### config.mk
export PLATFORM = sky130hd
export DESIGN_NAME = cover_toggle_sched
export DESIGN_NICKNAME = d
export VERILOG_FILES = /design/src/rtl/cover_toggle_sched_pkg.sv /design/src/rtl/cover_toggle_sched_rr_pick.sv /design/src/rtl/cover_toggle_sched.sv
export SDC_FILE = /design/constraint.sdc
export NUM_CORES = 1
export LEC_CHECK = 0
export CORE_MARGIN = 2
export CORE_UTILIZATION = 40
export DETAILED_ROUTE_END_ITERATION = 10
export PLACE_DENSITY = 0.62
export SYNTH_ARGS = -nofsm -noshare
export SYNTH_HDL_FRONTEND = slang
export SYNTH_SLANG_ARGS = --single-unit
### constraint.sdc
create_clock -name gbl_clklk -period 7.08 [get_ports gbl_clklk]
set_clock_uncertainty 0.05 [all_clocks]
set_input_delay 2.124 -clock gbl_clklk [delete_from_list [all_inputs] [get_ports gbl_clklk]]
set_output_delay 2.124 -clock gbl_clklk [all_outputs]
set_load 0.1 [all_outputs]
### src/rtl/cover_toggle_sched_pkg.sv
// Shared types and helpers for the toggle-coverage report scheduler.
package cover_sched_pkg;

   localparam int RPT_CNT_W = 32;

   typedef enum logic [1:0] {
      IDLE = 2'd0,
      SEND = 2'd1,
      HOLD = 2'd2
   } sched_state_t;

   // Flat bit position of bit b inside hit group g.
   function automatic int flat_pos(input int g, input int b, input int src_w);
      return g * src_w + b;
   endfunction

endpackage

### src/rtl/cover_toggle_sched_rr_pick.sv
// Rotating first-set finder: lowest set request at or above i_ptr, wrapping to 0.
module cover_rr_pick #(
   parameter int TOTAL = 24,
   parameter int PTR_W = 5
) (
   input  logic [TOTAL-1:0] i_req,
   input  logic [PTR_W-1:0] i_ptr,
   output logic             o_found,
   output logic [PTR_W-1:0] o_pos
);

   localparam logic [PTR_W:0] TOT_L = (PTR_W+1)'(TOTAL);

   logic [2*TOTAL-1:0] w_dbl;
   logic [TOTAL-1:0]   w_rot;
   logic [PTR_W-1:0]   w_off;
   logic [PTR_W:0]     w_sum;

   // Doubling the vector turns the wrap-around scan into a plain shift.
   assign w_dbl   = {i_req, i_req};
   assign w_rot   = w_dbl[i_ptr +: TOTAL];
   assign o_found = |w_rot;

   always_comb begin
      w_off = '0;
      for (int i = TOTAL - 1; i >= 0; i--) begin
         if (w_rot[i]) w_off = PTR_W'(i);
      end
   end

   always_comb begin
      w_sum = {1'b0, i_ptr} + {1'b0, w_off};
      if (w_sum >= TOT_L) w_sum = w_sum - TOT_L;
      o_pos = w_sum[PTR_W-1:0];
   end

endmodule

### src/rtl/cover_toggle_sched.sv
// Sticky toggle-hit bitmap drained round-robin as one valid/ready index stream.
// Define COVER_DEDUP_EN for report-once mode (each bit reported at most once per reset).
module cover_toggle_sched
   import cover_sched_pkg::*;
#(
   parameter int NUM_SRC    = 4,
   parameter int SRC_W      = 6,
   parameter int COVER_BASE = 0,
   parameter int IDX_W      = 32
) (
   input  logic                     gbl_clklk,
   input  logic                     reset,
   input  logic                     enable,
   input  logic [NUM_SRC*SRC_W-1:0] hit,
   output logic                     out_valid,
   input  logic                     out_ready,
   output logic [IDX_W-1:0]         out_index,
   output logic                     busy,
   output logic [RPT_CNT_W-1:0]     rpt_count
);

   localparam int TOTAL = NUM_SRC * SRC_W;
   localparam int PTR_W = (TOTAL > 1) ? $clog2(TOTAL) : 1;

   sched_state_t         r_state;
   sched_state_t         w_state_nxt;
   logic [TOTAL-1:0]     r_pending;
   logic [PTR_W-1:0]     r_ptr;
   logic [IDX_W-1:0]     r_index;
   logic [RPT_CNT_W-1:0] r_cnt;

   logic                 w_found;
   logic [PTR_W-1:0]     w_pos;
   logic                 w_can_load;
   logic                 w_grant;
   logic                 w_accept;
   logic [TOTAL-1:0]     w_grant_mask;
   logic [TOTAL-1:0]     w_hit_eff;

   function automatic logic [RPT_CNT_W-1:0] sat_inc(input logic [RPT_CNT_W-1:0] v);
      return (&v) ? v : v + 1'b1;
   endfunction

   cover_rr_pick #(
      .TOTAL (TOTAL),
      .PTR_W (PTR_W)
   ) u_pick (
      .i_req   (r_pending),
      .i_ptr   (r_ptr),
      .o_found (w_found),
      .o_pos   (w_pos)
   );

   assign out_valid  = (r_state != IDLE);
   assign out_index  = r_index;
   assign rpt_count  = r_cnt;
   assign busy       = (|r_pending) | out_valid;
   assign w_accept   = out_valid & out_ready;
   assign w_can_load = !out_valid || out_ready;
   assign w_grant    = w_can_load && w_found;

   always_comb begin
      w_grant_mask = '0;
      if (w_grant) w_grant_mask[w_pos] = 1'b1;
   end

`ifdef COVER_DEDUP_EN
   logic [TOTAL-1:0] r_covered;

   always_ff @(posedge gbl_clklk) begin
      if (!reset) r_covered <= '0;
      else        r_covered <= r_covered | w_grant_mask;
   end

   // Include this cycle's grant so a same-cycle re-hit cannot re-arm the bit.
   assign w_hit_eff = hit & ~(r_covered | w_grant_mask);
`else
   assign w_hit_eff = hit;
`endif

   always_comb begin
      w_state_nxt = r_state;
      case (r_state)
         IDLE: begin
            if (w_grant) w_state_nxt = SEND;
         end
         SEND, HOLD: begin
            if (!out_ready)   w_state_nxt = HOLD;
            else if (w_grant) w_state_nxt = SEND;
            else              w_state_nxt = IDLE;
         end
         default: w_state_nxt = IDLE;
      endcase
   end

   always_ff @(posedge gbl_clklk) begin
      if (!reset) begin
         r_state   <= IDLE;
         r_pending <= '0;
         r_ptr     <= '0;
         r_index   <= '0;
         r_cnt     <= '0;
      end else begin
         r_state   <= w_state_nxt;
         r_pending <= (r_pending & ~w_grant_mask) | (enable ? w_hit_eff : '0);
         if (w_grant) begin
            r_index <= IDX_W'(COVER_BASE) + IDX_W'(w_pos);
            r_ptr   <= (w_pos == PTR_W'(TOTAL - 1)) ? '0 : w_pos + 1'b1;
         end
         if (w_accept) r_cnt <= sat_inc(r_cnt);
      end
   end

endmodule

* Yosys cells after proc, flatten, opt, wreduce, memory -nomap -nowiden
Index checks and enable logic that the tools add are counted.
** Storage, ports and cells
- Output and inout port bits :: 66
- Word-level logic and storage cells :: 68
- Bits in registers :: 68
** Operators by class
- Reductions and logical operators :: 11
- Muxes and demuxes :: 34
- Magnitude comparators :: 3
- Shift operators :: 1
- Add/sub/neg operators :: 4
- Bitwise gates (word level) :: 6
- Equality and inequality tests :: 4
** Operator list (count)
- $mux 5 :: 26
- $mux 24 :: 2
- $reduce_or 24->1 :: 2
- $shiftx 48x6->24 :: 1
- $add 32x1->32 const B :: 1
- $reduce_and 32->1 :: 1
- $and 24x24->24 :: 1
- $not 24->24 :: 1
- $or 24x24->24 :: 1
- $add 5x5->6 :: 1
- $ge 6x5->1 const B :: 1
- $lt 5x6->1 const B :: 1
- $add 5x1->5 const B :: 1
- $demux 1 s5 :: 1
- $eq 5x5->1 const B :: 1
- $ge 5x1->1 const B :: 1
- $sub 5x5->5 const B :: 1
- $mux 2 :: 2
- $pmux 2 s2 :: 1
- $eq 2x1->1 const B :: 1
- $eq 2x2->1 const B :: 1
- $logic_and 1x1->1 :: 2
- $logic_not 2->1 :: 1
- $mux 1 :: 2
- 9 further kinds :: 9

* Depth between registers and ports, before layout
Gate-level depths: netlist of run 1.
- Word-level depth :: 36
- Gate-level depth with buffers :: 22
- Mapped depth without buffers :: 18

* By module
A second synthesis of run 1 with hierarchy kept.
** Second synthesis, totals
- Cell total of the unflattened synthesis :: 669
- Area total of the unflattened synthesis :: 5806.8 µm²
** Modules (own cells, without submodules)
- cover_toggle_sched :: area each 3464.6 µm², cells an instance 424, times used 1, seq. area each 1361.3 µm²
- cover_rr_pick :: area each 2342.2 µm², cells an instance 245, times used 1, seq. area each 0.0 µm²

* Worst setup path before layout of run 1
Ideal clock, no wire load.
- Kind :: flip-flop to flip-flop
- Start :: register r_ptr[0]
- End :: register r_pending[22]
- Data arrival time :: 4.906 ns
- Setup slack :: 2.033 ns
- Buffers on the path :: 4
- Cell stages (with the launch flop) :: 22
- Setup time :: 0.091 ns
- Path through :: dfxtp_1 buf_2 clkbuf_1 buf_1 buf_1 mux2i_1 a22o_1 a221oi_1 nor2_1 nor3_1 o21a_1 o31ai_1 ha_1 fa_1 a21o_1 a21oi_1 xnor2_1 a2111oi_0 nor2_1 nand2_1 a211oi_2 a311oi_1
** Between the ends
- Longest elaborated chain between the ends :: 36
- Elaborated cells on any way between the ends :: 40
- Those cells by class :: add/sub: 2; order compare: 3; shift: 1; mux: 28; bitwise: 3; reduce/logical: 3
** Ends and longest elaborated chain
- from (decl) :: line cover_toggle_sched.sv:28 : logic [PTR_W-1:0] r_ptr;
- from (signal assigned) :: line cover_toggle_sched.sv:108 : r_ptr <= (w_pos == PTR_W'(TOTAL - 1)) ? '0 : w_pos + 1'b1;
- $shiftx 48x6->24 :: line cover_toggle_sched_rr_pick.sv:21 : assign w_rot = w_dbl[i_ptr +: TOTAL];
- $mux 5 (24 in a row) :: line cover_toggle_sched_rr_pick.sv:27 : if (w_rot[i]) w_off = PTR_W'(i);
- $add 5x5->6 :: line cover_toggle_sched_rr_pick.sv:32 : w_sum = {1'b0, i_ptr} + {1'b0, w_off};
- $sub 5x5->5 / $ge 6x5->1 (equally long branches) :: line cover_toggle_sched_rr_pick.sv:33 : if (w_sum >= TOT_L) w_sum = w_sum - TOT_L;
- $mux 5 :: line cover_toggle_sched_rr_pick.sv:33
- $lt 5x6->1 (not written as such) / $ge 5x1->1 (equally long branches) :: line cover_toggle_sched.sv:64 : if (w_grant) w_grant_mask[w_pos] = 1'b1;
- $logic_and 1x1->1 (not written as such) :: line cover_toggle_sched.sv:64
- $mux 1 (not written as such) :: line cover_toggle_sched.sv:64
- $demux 1 s5 :: line cover_toggle_sched.sv:64
- $mux 24 (*) :: line cover_toggle_sched.sv:64
- $not 24->24 (*) :: line cover_toggle_sched.sv:105 : r_pending <= (r_pending & ~w_grant_mask) | (enable ? w_hit_eff : '0);
- $and 24x24->24 (*) :: line cover_toggle_sched.sv:105
- $or 24x24->24 (*) :: line cover_toggle_sched.sv:105
- to (signal assigned) :: line cover_toggle_sched.sv:105
- to (decl) :: line cover_toggle_sched.sv:27 : logic [TOTAL-1:0] r_pending;
Mark *: on every way between the ends. The rest lies on a longest branch, timed or not.
A chain may end at the register's enable or synchronous reset.

* Worst setup path in the final report of run 1
- Start :: register r_ptr[1]
- End :: register r_pending[23]
Same word-level chain as after synthesis.

==> run summary, run 1 <==
RUN STATUS
---------------------------------------------------------------------------------
Outcome                                                              complete, no violations

CLOCK TREE
---------------------------------------------------------------------------------
Maximum level of the CTS H-tree                                                 3
Buffer type at the clock tree root                                   sky130_fd_sc_hd__clkbuf_16
Clock insertion delay at the later pin of the skew report                 0.33 ns
Post-CTS setup buffer count                                                     0
Clk slew on worst S/H paths                                               0.05 ns
Post-cts gate resize count                                                      0
TritonCTS clock tree                                                         done
Post-cts hold buffer count                                                      0
CTS Buffer Depth                                                                2
TritonCTS buffer count                                                          9
Sinks on the clock net                                                         68

RUN
---------------------------------------------------------------------------------
Number of max-cap violations                                                    0

GRT
---------------------------------------------------------------------------------
Global-route track usage on met3                                            5.56%
Wire length of the first global-routing pass                            35,700 µm
Vias in the first global route                                              6,461
Largest net degree at the start of global routing                              54
GRT Total Usage                                                             24.5%
M1 GR Usage                                                                 31.3%
Gr busiest metal                                                             met2
Aggregate global routing overflow                                               0
Antenna violations before repair                                                0
Met2 demand-to-capacity share in global routing                             39.3%

FLOORPLAN
---------------------------------------------------------------------------------
Number of top-level design ports                                               94
Horizontal die dimension                                                   136 µm
Core footprint                                                         17,200 µm²
Initial core utilization                                                    40.7%
Number of core rows                                                            48
Die area                                                               18,600 µm²
DIE HEIGHT                                                                 136 µm

SYNTHESIS
---------------------------------------------------------------------------------
Number of enable-type register cells in the synthesized netlist                 0
Cells after Synth                                                             820
Avg Inst Size Synth                                                      8.56 µm²
Seq cells post-synth                                                           68
Yosys warns                                                                     0
Top post-synthesis cells by count                                    sky130_fd_sc_hd__nand2_1, sky130_fd_sc_hd__dfxtp_1, sky130_fd_sc_hd__mux2i_1
Top post-synthesis cells by area                                     sky130_fd_sc_hd__dfxtp_1, sky130_fd_sc_hd__mux4_2, sky130_fd_sc_hd__mux2i_1, sky130_fd_sc_hd__mux2_2, sky130_fd_sc_hd__nand2_1
Most common cell in the netlist                                      sky130_fd_sc_hd__nand2_1
Sequential share of the synthesized area                                    19.4%
Yosys top cell by area                                               sky130_fd_sc_hd__dfxtp_1
Portion of synthesized cell area occupied by the leading cell type          19.4%
Number of distinct library cells after synthesis                               75
Post-synth top flop                                                  sky130_fd_sc_hd__dfxtp_1
Share of synthesized flip-flops with an asynchronous set or reset              0%
Post-Syn Area                                                            7020 µm²

PLACED DESIGN
---------------------------------------------------------------------------------
Placed wire-length estimate after detailed placement                    16,000 µm
Port-buffer cells                                                              66
Final Wtd Congestion                                                        0.958

STA
---------------------------------------------------------------------------------
Max-Slew Margin vs Limit                                                    23.6%
Setup-violating endpoint count in the final report                              0
FMAX                                                                    0.164 GHz
Fin crit period                                                           6.10 ns
Worst-margin pin slew                                                     1.14 ns
Final hold vios                                                                 0
Setup repair after global routing missed its margin                            no
Share of the clock period used by the worst path                            86.2%
Fin. max-slew vios                                                              0
Total negative slack                                                         0 ns

HOLD PATH
---------------------------------------------------------------------------------
Hold endpoint                                                        out_index[0]$_SDFFE_PN0P_
Hold/Removal Path Class                                                   reg2reg
Worst min-delay path startpoint                                      out_index[0]$_SDFFE_PN0P_
Worst hold stages                                                               2

POWER
---------------------------------------------------------------------------------
Total power draw                                                          3.73 mW
Worst ir drop on vdd                                                   0.000274 V
Power density cells                                                    470 nW/µm²
Leakage power of the design                                               2.92 nW

WORST SETUP PATH
---------------------------------------------------------------------------------
Library cell appearing most often on the critical path               sky130_fd_sc_hd__a31oi_1
R2R Path Start                                                       r_ptr[1]$_SDFFE_PN0P_
Destination of the worst register-to-register timing path            r_pending[23]$_SDFF_PN0_
Crit path buffers/inverters                                                     1
Depth of the worst register-to-register path                                   18
Cell family contributing the most delay on the critical path         compound AO/OA/AOI/OAI gates
Critical Path Max Stage Delay                                             0.94 ns
Setup crit start kind                                                    register
Cell Chain, Critical Path                                            buf_4, mux4_1, mux4_2, and2_0, a31oi_1, o311ai_0, a31oi_1, o21bai_1, a31o_2, ha_1, a21o_1, a21oi_1, mux2_2, a22o_1, nor2_1, nand2_1, a211oi_2, a311oi_1
Reg-to-reg setup timing slack                                             0.98 ns
Start-to-end type of the worst setup path                                 reg2reg
CP required                                                               7.21 ns
Critical-path maximum fanout                                                   35
CP Data Arrival Time                                                      6.23 ns
Cell with the largest stage delay on the worst path                  sky130_fd_sc_hd__dfxtp_2
Critical path endpoint category                                          register

ROUTING
---------------------------------------------------------------------------------
Final WL                                                                22,100 µm
Avg WL per Cell                                                           20.7 µm
Detailed-route DRC error count                                                  0
Vias post-DR                                                                6,627
Mean number of vias per cell                                                 6.21
Antenna Nets Post-Route                                                         0
First DRT Iteration DRCs                                                      612
Detailed-router iteration count before antenna repair                           5

FINAL LAYOUT
---------------------------------------------------------------------------------
Share of cells above drive strength 1                                       13.4%
Syn-to-layout area delta                                                    13.0%
Layout Nets                                                                   882
Antenna diode count                                                             0

[area by class of cell]
| class | instances | area, µm² |
|---|---|---|
| timing repair buffer | 77 | 751 |
| tap | 225 | 282 |
| sequential | 68 | 1370 |
| clock buffer | 11 | 243 |
| clock inverter | 2 | 37.5 |
| inverter | 19 | 71.3 |
| multi-input combinational | 666 | 5180 |
| fill | 1655 | 9310 |
[report_power, final]
| group | internal (mW) | switching [mW] | leakage (nW) |
|---|---|---|---|
| clock | 0.276 | 0.159 | 0.134 |
| combinational | 1.02 | 1.64 | 2.23 |
| sequential | 0.443 | 0.194 | 0.558 |
[routing by layer]
layer	part of all wire, %	vias up
li1	-	3074
met1	42	3185
met2	47	302
met3	7.6	66
met4	3.6	0
met5	0	-
[per-stage QoR]
| stage | util (%) | cell area (µm²) | setup WS, ns | instances | hold slack (ns) |
|---|---|---|---|---|---|
| global placement | 44.4 | 7650 | 1.11 | 1055 | 0.401 |
| global route | 46.0 | 7930 | 0.565 | 1068 | 0.435 |
| finish | 46.0 | 7930 | 0.978 | 1068 | 0.411 |
| floorplan | - | 7120 | 2.03 | 846 | 0.413 |
| detailed placement | 44.4 | 7650 | 1.05 | 1055 | 0.404 |
| CTS | 46.0 | 7930 | 1.05 | 1068 | 0.416 |
[worst max path at each step]
stage | from | end | slack (ns) | cells after the start
after floorplan | r_ptr[0]$_SDFFE_PN0P_ | r_pending[22]$_SDFF_PN0_ | 2.03 | 21
after global placement | r_ptr[1]$_SDFFE_PN0P_ | r_pending[12]$_SDFF_PN0_ | 1.11 | 17
after detailed placement | r_ptr[1]$_SDFFE_PN0P_ | r_pending[12]$_SDFF_PN0_ | 1.05 | 17
after CTS | r_ptr[1]$_SDFFE_PN0P_ | r_pending[5]$_SDFF_PN0_ | 1.05 | 18
after global routing | r_ptr[1]$_SDFFE_PN0P_ | r_pending[7]$_SDFF_PN0_ | 0.56 | 17
final | r_ptr[1]$_SDFFE_PN0P_ | r_pending[23]$_SDFF_PN0_ | 0.98 | 18
[cells by family after synthesis]
family,count (synthesis),synth area share [%]
DFF,68,19.4
muxes,139,28.5
buffers and inverters,112,8.22
xor gates and xnor gates,31,3.87
and+or+nand+nor,276,19.5
adders and majority gates,13,2.42
other,1,0.0534
AOI/OAI and AO/OA,180,18.1
[sequential cells by signal (all words and copies together), names as in the netlist]
register	flops
rpt_count	32
r_pending	24
out_index	5
r_ptr	5
r_state	2
[cells in the final DEF (no fill, tap or decap), types with 10 or more instances in the layout]
cell,n
sky130_fd_sc_hd__mux4_2,32
sky130_fd_sc_hd__and2_1,14
sky130_fd_sc_hd__xnor2_1,18
sky130_fd_sc_hd__buf_4,10
sky130_fd_sc_hd__mux2i_1,62
sky130_fd_sc_hd__ha_1,12
sky130_fd_sc_hd__a311oi_1,13
sky130_fd_sc_hd__o21ai_0,31
sky130_fd_sc_hd__conb_1,27
sky130_fd_sc_hd__a211oi_1,18
sky130_fd_sc_hd__nand4_1,13
sky130_fd_sc_hd__dfxtp_1,63
sky130_fd_sc_hd__nand3_1,38
sky130_fd_sc_hd__a21oi_1,39
sky130_fd_sc_hd__mux4_1,10
sky130_fd_sc_hd__nor2_1,58
sky130_fd_sc_hd__nand2_1,86
sky130_fd_sc_hd__inv_1,15
sky130_fd_sc_hd__mux2_2,35
sky130_fd_sc_hd__clkdlybuf4s50_1,65
sky130_fd_sc_hd__nor3_1,11
sky130_fd_sc_hd__xor2_1,13
[tightest hold or removal path: cells and delay by family, from the launching register on]
family	cells	cell delay (ns)
multiplexers	1	0.05
flip-flops	1	0.31
AND/OR/NAND/NOR	1	0.05
Note: power is estimated with default switching activity, not from simulation.
==> run 2: changes to the inputs <==
--- a/config.mk
+++ b/config.mk
@@ -8,7 +8,7 @@
 export CORE_MARGIN = 2
 export CORE_UTILIZATION = 40
 export DETAILED_ROUTE_END_ITERATION = 10
-export PLACE_DENSITY = 0.62
+export PLACE_DENSITY = 0.64
 export SYNTH_ARGS = -nofsm -noshare
 export SYNTH_HDL_FRONTEND = slang
 export SYNTH_SLANG_ARGS = --single-unit
==> constraint.sdc (replaced) <==
create_clock -name gbl_clklk -period 5.6 [get_ports gbl_clklk]
set_clock_uncertainty 0.05 [all_clocks]
set_input_delay 1.68 -clock gbl_clklk [delete_from_list [all_inputs] [get_ports gbl_clklk]]
set_output_delay 1.68 -clock gbl_clklk [all_outputs]
set_load 0.1 [all_outputs]
==> run 2 against run 1 <==
Effect of this change: first-iteration DRC count grew 17%; via count grew 0.92%; setup slack lost 0.66 ns; combinational power grew 36%; register-to-register slack lost 0.66 ns; non-clock buffer count grew 29; wire length grew 1.8%; highest routed layer unchanged.
==> run summary, run 2 (same netlist as run 1, synthesis figures left out) <==
RUN STATUS
-------------------------------------------------------------------------------------
Outcome                                                                  complete, no violations   unchanged

CLOCK TREE
-------------------------------------------------------------------------------------
Maximum level of the CTS H-tree                                                     3   unchanged
Buffer type at the clock tree root                                       sky130_fd_sc_hd__clkbuf_16   unchanged
Clock insertion delay at the later pin of the skew report                     0.33 ns   about the same
Sinks on the clock net                                                             68   unchanged
TritonCTS clock tree                                                             done   unchanged
CTS Buffer Depth                                                                    2   unchanged
Clk slew on worst S/H paths                                                   0.06 ns   was 0.05 ns
TritonCTS buffer count                                                              9   unchanged

GRT
-------------------------------------------------------------------------------------
Aggregate global routing overflow                                                   0   unchanged
Met2 demand-to-capacity share in global routing                                 39.1%   was 39.3%
Wire length of the first global-routing pass                                35,100 µm   was 35,700 µm
GRT Total Usage                                                                 24.3%   was 24.5%
Global-route track usage on met3                                                5.00%   was 5.56%
M1 GR Usage                                                                     32.4%   was 31.3%
Gr busiest metal                                                                 met2   unchanged
Largest net degree at the start of global routing                                  54   unchanged
Vias in the first global route                                                  6,278   was 6,461
Antenna violations before repair                                                    0   unchanged

FINAL LAYOUT
-------------------------------------------------------------------------------------
Filler Cells Inserted                                                           1,649   was 1,655
Fin util                                                                        47.6%   was 46.0%
Share of cells above drive strength 1                                           16.8%   was 13.4%
Antenna diode count                                                                 0   unchanged
Most frequent standard cell in the layout excluding fill and tap cells   sky130_fd_sc_hd__nand2_1   unchanged
Top library cells by usage in the layout, fill and taps aside            sky130_fd_sc_hd__nand2_1, sky130_fd_sc_hd__clkdlybuf4s50_1, sky130_fd_sc_hd__dfxtp_1   unchanged
Syn-to-layout area delta                                                        16.9%   was 13.0%
Final Instance Area                                                          8210 µm²   was 7930 µm²
Number of flip-flops in the largest register                                       32   unchanged
Layout Nets                                                                       911   was 882

ROUTING
-------------------------------------------------------------------------------------
Mean number of vias per cell                                                     6.08   was 6.21
Avg WL per Cell                                                               20.4 µm   was 20.7 µm
Final WL                                                                    22,500 µm   was 22,100 µm
Detailed-router iteration count before antenna repair                               5   unchanged
Antenna Nets Post-Route                                                             0   unchanged
Vias post-DR                                                                    6,688   was 6,627
Detailed-route DRC error count                                                      0   unchanged
First DRT Iteration DRCs                                                          718   was 612

FLOORPLAN
-------------------------------------------------------------------------------------
DIE HEIGHT                                                                     136 µm   unchanged
Core footprint                                                             17,200 µm²   unchanged
Initial core utilization                                                        40.7%   unchanged
Horizontal die dimension                                                       136 µm   unchanged
Number of core rows                                                                48   unchanged
Die area                                                                   18,600 µm²   unchanged
Number of top-level design ports                                                   94   unchanged

POWER
-------------------------------------------------------------------------------------
Leakage power of the design                                                   3.08 nW   was 2.92 nW
Switching power                                                               2.59 mW   was 2.00 mW
Switching power share of the total                                              52.8%   was 53.5%
Sequential share of power                                                       15.0%   was 17.1%
Combinational cell fraction of total power                                      73.9%   was 71.3%
Worst ir drop on vdd                                                       0.000317 V   was 0.000274 V
Clock network fraction of design power                                          11.1%   was 11.7%
Power Internal                                                                2.32 mW   was 1.73 mW
Power density cells                                                        597 nW/µm²   was 470 nW/µm²

STA
-------------------------------------------------------------------------------------
Setup-violating endpoint count in the final report                                  0   unchanged
FMAX                                                                        0.189 GHz   was 0.164 GHz
Total negative slack                                                             0 ns   unchanged
Fin crit period                                                               5.28 ns   was 6.10 ns
Max-Slew Margin vs Limit                                                        24.1%   was 23.6%
Worst-margin pin slew                                                         1.14 ns   about the same
Fin. max-slew vios                                                                  0   unchanged
Final hold vios                                                                     0   unchanged
Final WS setup                                                               0.316 ns   was 0.978 ns
Share of the clock period used by the worst path                                94.4%   was 86.2%

WORST SETUP PATH
-------------------------------------------------------------------------------------
Critical Path Max Stage Delay                                                 0.58 ns   was 0.94 ns
Cell Chain, Critical Path                                                buf_6, mux4_2, mux4_2, and2_0, a31oi_1, a21boi_1, o21a_1, o31ai_1, ha_1, fa_1, a21o_1, a21oi_1, xnor2_1, a2111oi_0, buf_4, nor2_1, nand2_1, a211oi_1, o21ai_0   was buf_4, mux4_1, mux4_2, and2_0, a31oi_1, o311ai_0, a31oi_1, o21bai_1, a31o_2, ha_1, a21o_1, a21oi_1, mux2_2, a22o_1, nor2_1, nand2_1, a211oi_2, a311oi_1
Start-to-end type of the worst setup path                                     reg2reg   unchanged
Cell with the largest stage delay on the worst path                      sky130_fd_sc_hd__mux4_2   was sky130_fd_sc_hd__dfxtp_2
Critical path endpoint category                                              register   unchanged
CP required                                                                   5.75 ns   was 7.21 ns
Library cell appearing most often on the critical path                   sky130_fd_sc_hd__mux4_2   was sky130_fd_sc_hd__a31oi_1
Critical-path maximum fanout                                                       11   was 35
Setup crit start kind                                                        register   unchanged
CP Data Arrival Time                                                          5.43 ns   was 6.23 ns

PLACED DESIGN
-------------------------------------------------------------------------------------
Total placed instance area                                                   7870 µm²   was 7650 µm²
Final Wtd Congestion                                                            0.968   was 0.958
Placed wire-length estimate after detailed placement                        16,600 µm   was 16,000 µm
Port-buffer cells                                                                  66   unchanged
Pre-CTS setup slack                                                        0.00986 ns   was 1.05 ns

HOLD PATH
-------------------------------------------------------------------------------------
Hold/Removal Path Class                                                       reg2reg   unchanged

RUN
-------------------------------------------------------------------------------------
Number of max-cap violations                                                        0   unchanged

==> run 2: changes by cell type in the layout (fill, tap and decap cells not counted), moves of 2 or more <==
cell	delta
sky130_fd_sc_hd__clkbuf_8	+2
sky130_fd_sc_hd__dfxtp_2	-2
sky130_fd_sc_hd__buf_4	+27
sky130_fd_sc_hd__dfxtp_4	+2
==> run 2: worst paths after layout <==
| path | slack, ns | end | start | depth (start not counted) |
|---|---|---|---|---|
| max | 0.32 | r_pending[19]$_SDFF_PN0_ | r_ptr[1]$_SDFFE_PN0P_ | 19 |
| min | 0.42 | out_index[1]$_SDFFE_PN0P_ | out_index[1]$_SDFFE_PN0P_ | 2 |
| max reg2reg | 0.32 | r_pending[19]$_SDFF_PN0_ | r_ptr[1]$_SDFFE_PN0P_ | 19 |
| min reg2reg | 0.42 | out_index[1]$_SDFFE_PN0P_ | out_index[1]$_SDFFE_PN0P_ | 2 |
==> run 2: what timing repair did <==
item | 4_1_cts | 5_1_grt
hold endpoints to repair | 0 | 0
setup endpoints to repair | 0 | 27
gates resized for setup | 0 | 7
buffers inserted | 0 | 1
hold buffers | 0 | 0
==> run 2: worst max-delay path, delay by kind of cell (launching register included) <==
kind | cells | cell delay, ns
compound gates | 9 | 1.63
mux | 2 | 1.14
simple gates | 3 | 0.72
fa+ha+maj | 2 | 0.64
flops | 1 | 0.44
buf+inv | 2 | 0.34
xor+xnor | 1 | 0.18
==> run 2: stage by stage <==
stage | hold WS (ns) | instances | power, mW
after detailed placement | 0.403 | 1083 | 4.24
final | 0.415 | 1100 | 4.90
after global placement | 0.394 | 1083 | 4.23
after floorplan | 0.413 | 846 | 3.26
after global routing | 0.445 | 1100 | 5.21
after CTS | 0.418 | 1099 | 4.80
==> run 2: area by class of cell <==
| cell class | instances | area [µm²] | share of cell area (%) |
|---|---|---|---|
| well taps | 225 | 282 | 3.43 |
| clock buffers | 13 | 270 | 3.29 |
| inverters | 19 | 71.3 | 0.869 |
| repair buffers | 106 | 985 | 12.0 |
| multi-input cells | 666 | 5210 | 63.4 |
| clock inverters | 3 | 20.0 | 0.244 |
| flip-flops and latches | 68 | 1370 | 16.7 |
==> run 2: power groups by stage <==
| stage | logic, mW | registers (mW) | clock network, mW |
|---|---|---|---|
| finish | 3.62 | 0.736 | 0.544 |
| global placement | 3.49 | 0.744 | 0 |
| detailed placement | 3.50 | 0.745 | 0 |
| floorplan | 2.53 | 0.726 | 0 |
| global route | 3.89 | 0.743 | 0.573 |
| CTS | 3.51 | 0.735 | 0.555 |
==> run 2: metal layers <==
metal  vias to the layer above  share of wire, %
met2                       337                45
met4                         0               2.8
met5                         -                 0
met1                      3159                43
li1                       3138                 -
met3                        54               8.7
